===== src/rtl/enc_pkg.sv =====
// Shared types and helpers for request_encoder: FSM state encoding, lowest-set-bit
// search and (with ENC_COUNT_EN) a population count.
package enc_pkg;

    typedef enum logic {ENC_IDLE = 1'b0, ENC_SERVE = 1'b1} enc_state_t;

    // Widest request vector the helpers support; callers zero-extend into this width.
    localparam int ENC_MAX_N = 64;
    localparam int ENC_IDX_W = 6;

    // Scans from the top down so the last hit written is the lowest set bit.
    function automatic logic [ENC_IDX_W-1:0] lowest_set_idx(input logic [ENC_MAX_N-1:0] vec);
        logic [ENC_IDX_W-1:0] result;
        result = '0;
        for (int i = ENC_MAX_N - 1; i >= 0; i--) begin
            result = vec[i] ? ENC_IDX_W'(i) : result;
        end
        return result;
    endfunction

`ifdef ENC_COUNT_EN
    function automatic logic [ENC_IDX_W:0] popcount(input logic [ENC_MAX_N-1:0] vec);
        logic [ENC_IDX_W:0] cnt;
        cnt = '0;
        for (int i = 0; i < ENC_MAX_N; i++) begin
            cnt = cnt + {{ENC_IDX_W{1'b0}}, vec[i]};
        end
        return cnt;
    endfunction
`endif

endpackage


===== src/rtl/request_encoder_lsb_find.sv =====
// Combinational lowest-set-bit finder: binary index, isolated one-hot bit and a
// flag for "exactly one bit set".
module lsb_find
    import enc_pkg::*;
#(
    parameter int N = 4,
    localparam int W = $clog2(N)
) (
    input  logic [N-1:0] vec,
    output logic [W-1:0] idx,
    output logic [N-1:0] onehot,
    output logic         single
);

    logic [ENC_MAX_N-1:0] vec_ext_s;

    // Zero-extend into the helper width, then decode index, isolated bit and single flag.
    always_comb begin
        vec_ext_s         = '0;
        vec_ext_s[N-1:0]  = vec;
        idx               = W'(lowest_set_idx(vec_ext_s));
        onehot            = vec & (~vec + {{(N-1){1'b0}}, 1'b1});
        single            = (vec != '0) && ((vec & (vec - {{(N-1){1'b0}}, 1'b1})) == '0);
    end

endmodule


===== src/rtl/request_encoder.sv =====
// Serialises a latched request vector into binary indices, lowest first, one per
// idx handshake. Optional macro ENC_COUNT_EN adds the pend_cnt output.
module request_encoder
    import enc_pkg::*;
#(
    parameter int N = 4,
    localparam int W = $clog2(N)
) (
    input  logic         clk,
    input  logic         rst_n,
    input  logic         req_valid,
    output logic         req_ready,
    input  logic [N-1:0] req,
    output logic         idx_valid,
    input  logic         idx_ready,
    output logic [W-1:0] idx,
    output logic         idx_last
`ifdef ENC_COUNT_EN
    ,
    output logic [W:0]   pend_cnt
`endif
);

    enc_state_t   state_r;
    logic [N-1:0] pend_r;
    logic [W-1:0] idx_s;
    logic [N-1:0] onehot_s;
    logic         single_s;

    lsb_find #(.N(N)) u_lsb_find (
        .vec    (pend_r),
        .idx    (idx_s),
        .onehot (onehot_s),
        .single (single_s)
    );

    // FSM and pending-bit register; pend is zero whenever the FSM sits in IDLE.
    always_ff @(posedge clk or negedge rst_n) begin
        if (!rst_n) begin
            state_r <= ENC_IDLE;
            pend_r  <= '0;
        end else begin
            case (state_r)
                ENC_IDLE: begin
                    if (req_valid && (req != '0)) begin
                        pend_r  <= req;
                        state_r <= ENC_SERVE;
                    end else begin
                        pend_r  <= '0;
                        state_r <= ENC_IDLE;
                    end
                end
                ENC_SERVE: begin
                    if (idx_ready) begin
                        pend_r  <= pend_r & ~onehot_s;
                        state_r <= single_s ? ENC_IDLE : ENC_SERVE;
                    end else begin
                        pend_r  <= pend_r;
                        state_r <= ENC_SERVE;
                    end
                end
                default: begin
                    pend_r  <= '0;
                    state_r <= ENC_IDLE;
                end
            endcase
        end
    end

    // Outputs depend only on registered state and pend, never on inputs.
    always_comb begin
        req_ready = (state_r == ENC_IDLE);
        idx_valid = (state_r == ENC_SERVE);
        idx       = idx_s;
        idx_last  = (state_r == ENC_SERVE) && single_s;
    end

`ifdef ENC_COUNT_EN
    logic [ENC_MAX_N-1:0] pend_ext_s;

    // Popcount of the pending register; follows pend on the same edge.
    always_comb begin
        pend_ext_s        = '0;
        pend_ext_s[N-1:0] = pend_r;
        pend_cnt          = (W+1)'(popcount(pend_ext_s));
    end
`endif

endmodule

===== config.mk =====
export PLATFORM = sky130hd
export DESIGN_NAME = request_encoder
export DESIGN_NICKNAME = d
export VERILOG_FILES = /design/src/rtl/enc_pkg.sv /design/src/rtl/request_encoder_lsb_find.sv /design/src/rtl/request_encoder.sv
export SDC_FILE = /design/constraint.sdc
export NUM_CORES = 1
export LEC_CHECK = 0
export ABC_CLOCK_PERIOD_IN_PS = 2300
export CORE_AREA = 5 5 42 44
export CTS_CLUSTER_SIZE = 40
export DETAILED_ROUTE_END_ITERATION = 10
export DIE_AREA = 0 0 47 49
export SYNTH_ARGS = -nofsm -noshare
export SYNTH_HDL_FRONTEND = slang
export SYNTH_SLANG_ARGS = --single-unit

===== constraint.sdc =====
create_clock -name clk -period 2.3 [get_ports clk]
set_input_delay 0.46 -clock clk [delete_from_list [all_inputs] [get_ports clk]]
set_output_delay 0.46 -clock clk [all_outputs]
set_load 0.05 [all_outputs]

# After elaboration in Yosys (flattened, before gate mapping)
# Cells that the tools add are included.
# word_totals
register_bits	5
output_inout_bits	5
# classes
n_eq_ne	1
reduce_logical	6
bitwise	6
muxes	11
addsub	2
# ops
op	count
4-bit AND	3
2-bit two-way mux	4
4-bit two-way mux	2
4-bit inverter	2
4-bit case mux with 2 select lines	1
4-bit nonzero test	2
4-bit by 1-bit adder with 4-bit output, second input constant	1
4-bit zero test	1
4-bit by 1-bit subtractor with 4-bit output, second input constant	1
1-bit logical AND	3
1-bit two-way mux	3
2-bit inequality test, second input constant	1
1-bit case mux with 2 select lines	1
1-bit inverter	1

# Longest topological paths before layout
# logic_depth
ltp_word	7
depth_mapped	3
ltp_nobuf	3

# Hierarchy
# A second synthesis with hierarchy kept.
# hier_totals
hier_cells	35
area_unflattened_um2	321.6
# by_module_without_submodules
mod	n_inst	area_each_um2	cells_per_inst	seq_area_each_um2
request_encoder	1	241.5	22	125.1
lsb_find	1	80.1	13	0.0

# Worst setup path after synthesis
# Ideal clock, no wire load.
# synth_path
kind	register to output
start	register state_r (netlist: idx_valid)
end	output port idx_last
path_stages_with_launch	3
required_ps	1840
setup_slack_ps	-49
n_path_buf	0
t_arrival_ps	1889
path_cell_list	dfrtp_1 > inv_1 > nor2_1
# synth_between
elab_chain_len	1
# synth_lines
element	line_no	rtl
start: declaration	request_encoder.sv:24	enc_state_t state_r;
start signal: assignment	request_encoder.sv:56	state_r <= single_s ? ENC_IDLE : ENC_SERVE;
1-bit logical AND	request_encoder.sv:75	idx_last = (state_r == ENC_SERVE) && single_s;
end: declaration	request_encoder.sv:17	output logic idx_last
# No other way between the ends.

# Worst setup path after layout
# layout_path
start	register state_r (netlist: idx_valid)
end	output port req_ready
# layout_between
elab_chain_len	1
# layout_lines
element	line_no	rtl
1-bit inverter	-	
end: declaration	request_encoder.sv:12	output logic req_ready,
# No other way between the ends.

==> flow_summary.toml <==
[worst_setup_path]
reg2reg_from = "pend_r[0]$_DFFE_PN0P_"
crit_path_end_kind = "primary output"
start_kind = "register"
cp.arrival_ns = 1.70
crit_type = "register to primary output"
crit_path_max_incr_delay_ns = 0.83
crit_path_cell_trace = "inv_1 > clkdlybuf4s50_1"
cp_data_required_time_ns = 1.84
cp_slowest_cell = "clkdlybuf4s50_1"
rrSetupSlack_ns = 1.06
crit_path_start = "idx_valid$_DFF_PN0_"
crit_end = "req_ready"
worstPathMaxFanout = 8
timing.rr.end = "idx_valid$_DFF_PN0_"
r2r_cells = 3

[synth]
synth_top_area_cell = "dfrtp_1"
synth_top_family_by_area = "compound AO/OA/AOI/OAI gates"
synthXorXnorAreaFrac = 0.0311
ys_top_cells_by_area = "dfrtp_1 44%, nand2_1 8.0%, nor4b_1 6.2%, a211oi_1 5.3%, o22ai_1 4.4%"
synthSimpleGateAreaFrac = 0.204
synth-seq-area-share = 0.444
synth_area_um2 = 282
synthDistinctLibCells = 16
synthAdderAreaFrac = 0
synthesis.nets = 40
synthMuxAreaShare = 0
postSynthCellCount = 32
synth-seq-cells = 5
synth-compound-area-share = 0.280
syn_avg_cell_area_um2 = 8.80
synth_top_cell_area_share = 0.444
ys_warn_count = 0

[place]
dpl.hpwl_um = 572
gp_congestion = 0.714
place_inst = 60
port_buffers = 12

[timing]
tns_ns = 0
rsz0062_at_grt = "no"
hold_ws_ns = 0.446
setup_viol = 0
hold_viol = 0
final-max-slew-violation-count = 0
tightest_slew_ns = 0.501
relSlewSlack = 0.665
finClkSkew_ns = 0.00116
min_period_over_period = 0.939
period_needed_ns = 2.16
fmax_ghz = 0.463

[clock_tree]
htree_levels = 1
cts_tree = "done"
clockRootBuffer = "clkbuf_4"
worst_skew_pair.late_latency_ns = 0.24
hold_buffers = 0
clk_pin_slew_worst_paths_ns = 0.04
cts.sinks = 5
cts_made_buffers = 3
ctsLongestPathBuffers = 2

[detailed_routing]
drtIter0Drc = 6
postRouteAntennaNets = 0
num_vias = 297
drt-pass1-iter-count = 2
via_per_inst = 4.64
wl_per_cell_um = 10.6
drc = 0
wirelength_um = 676

[run_status]
status = "complete, no violations"

[layout]
area_growth_pct = 59.1
final_common_cell = "clkdlybuf4s50_1"
nets = 57
drive_gt1_frac = 0.146
diodes = 0
fin_cells = 64
final_cell_mix = "9 x clkdlybuf4s50_1, 6 x nand2_1, 5 x dfrtp_1"
fillCellCount = 163

[worst_hold_path]
hold_class = "input port to async pin"

[grt]
grt_use_total = 0.0687
antenna_found_initial = 0
grt_max_degree = 9
overflow = 0
grt_pass1_wl_um = 1100
grt_pass1_vias = 295

[power_and_ir_drop]
p_leak_nw = 0.208
p_per_area_mw_per_mm2 = 1330
peakVddDrop_uv = 365

[floorplan]
num_rows = 14
start_util = 0.201
die_x_um = 47
dieArea_mm2 = 0.00230
core_area_mm2 = 0.00140
die_h_um = 49
pin_count = 13

[flow_run]
drv_cap = 0
cells in the mapped netlist:
master and instances:
nand2_1 6, dfrtp_1 5, inv_1 3, nor2_1 3, a211oi_1 2, nor4b_1 2, o22ai_1 2, a21oi_1 1
a31o_2 1, and3_1 1, o211ai_1 1, o21a_1 1, o21ai_0 1, o31a_1 1, o41ai_1 1, xor2_1 1
report_power, final:
part	switching, mW	leakage, nW	total [mW]	internal (mW)
registers	0.0370	0.0644	0.148	0.111
logic	0.229	0.129	0.350	0.121
clock network	0.0333	0.0150	0.0987	0.0654
worst max-delay path: cells and delay by family, from the launching register on:
family	cells	cell delay [ns]
flip-flops	1	0.44
buffers and inverters	2	1.01
cell type report:
| type | instances | area, um2 | area share |
|---|---|---|---|
| timing repair buffer | 12 | 118 | 0.263 |
| sequential | 5 | 125 | 0.279 |
| tap | 16 | 20.0 | 0.0447 |
| multi-input combinational | 24 | 148 | 0.330 |
| clock buffer | 4 | 26.3 | 0.0587 |
| inverter | 3 | 11.3 | 0.0251 |
routing by layer:
layer	wire, um	up-vias	global-route usage
li1	-	152	-
met2	349	7	0.102
met3	46	0	0.0111
met5	0	-	0
met1	281	138	0.0761
met4	0	0	0.0691
stage by stage:
stage | utilization | instance area [um2] | worst slack, ns | power, mW
detailed placement | 0.299 | 419 | 0.369 | 0.505
CTS | 0.318 | 445 | 0.106 | 0.610
floorplan | - | 284 | 0.165 | 0.390
global placement | 0.299 | 419 | 0.364 | 0.504
global route | 0.320 | 448 | 0.0518 | 0.640
finish | 0.320 | 448 | 0.141 | 0.598
state kept, by name, indices dropped and copies added (netlist names):
signal	cells
pend_r	4
idx_valid	1
logic make-up (layout without fill, tap and decap cells):
| family | count (synthesis) | after routing |
|---|---|---|
| DFF | 5 | 5 |
| and+or+nand+nor | 12 | 12 |
| xor gates and xnor gates | 1 | 1 |
| buffers and inverters | 3 | 19 |
| AOI/OAI and AO/OA | 11 | 11 |
worst min-delay path by stage:
| stage | from | endpoint |
|---|---|---|
| global placement | idx_valid$_DFF_PN0_ | pend_r[0]$_DFFE_PN0P_ |
| floorplan | rst_n | idx_valid$_DFF_PN0_ |
| detailed placement | pend_r[1]$_DFFE_PN0P_ | pend_r[1]$_DFFE_PN0P_ |
| CTS | rst_n | pend_r[0]$_DFFE_PN0P_ |
| finish | rst_n | pend_r[0]$_DFFE_PN0P_ |
| global route | rst_n | pend_r[3]$_DFFE_PN0P_ |
repair_timing:
action | in CTS | in global routing
endpoints found under the hold margin | 0 | 0
buffers inserted | 0 | 0
resized for setup | 0 | 1
endpoints found under the setup margin | 0 | 1
(Power assumes the default switching activity.)
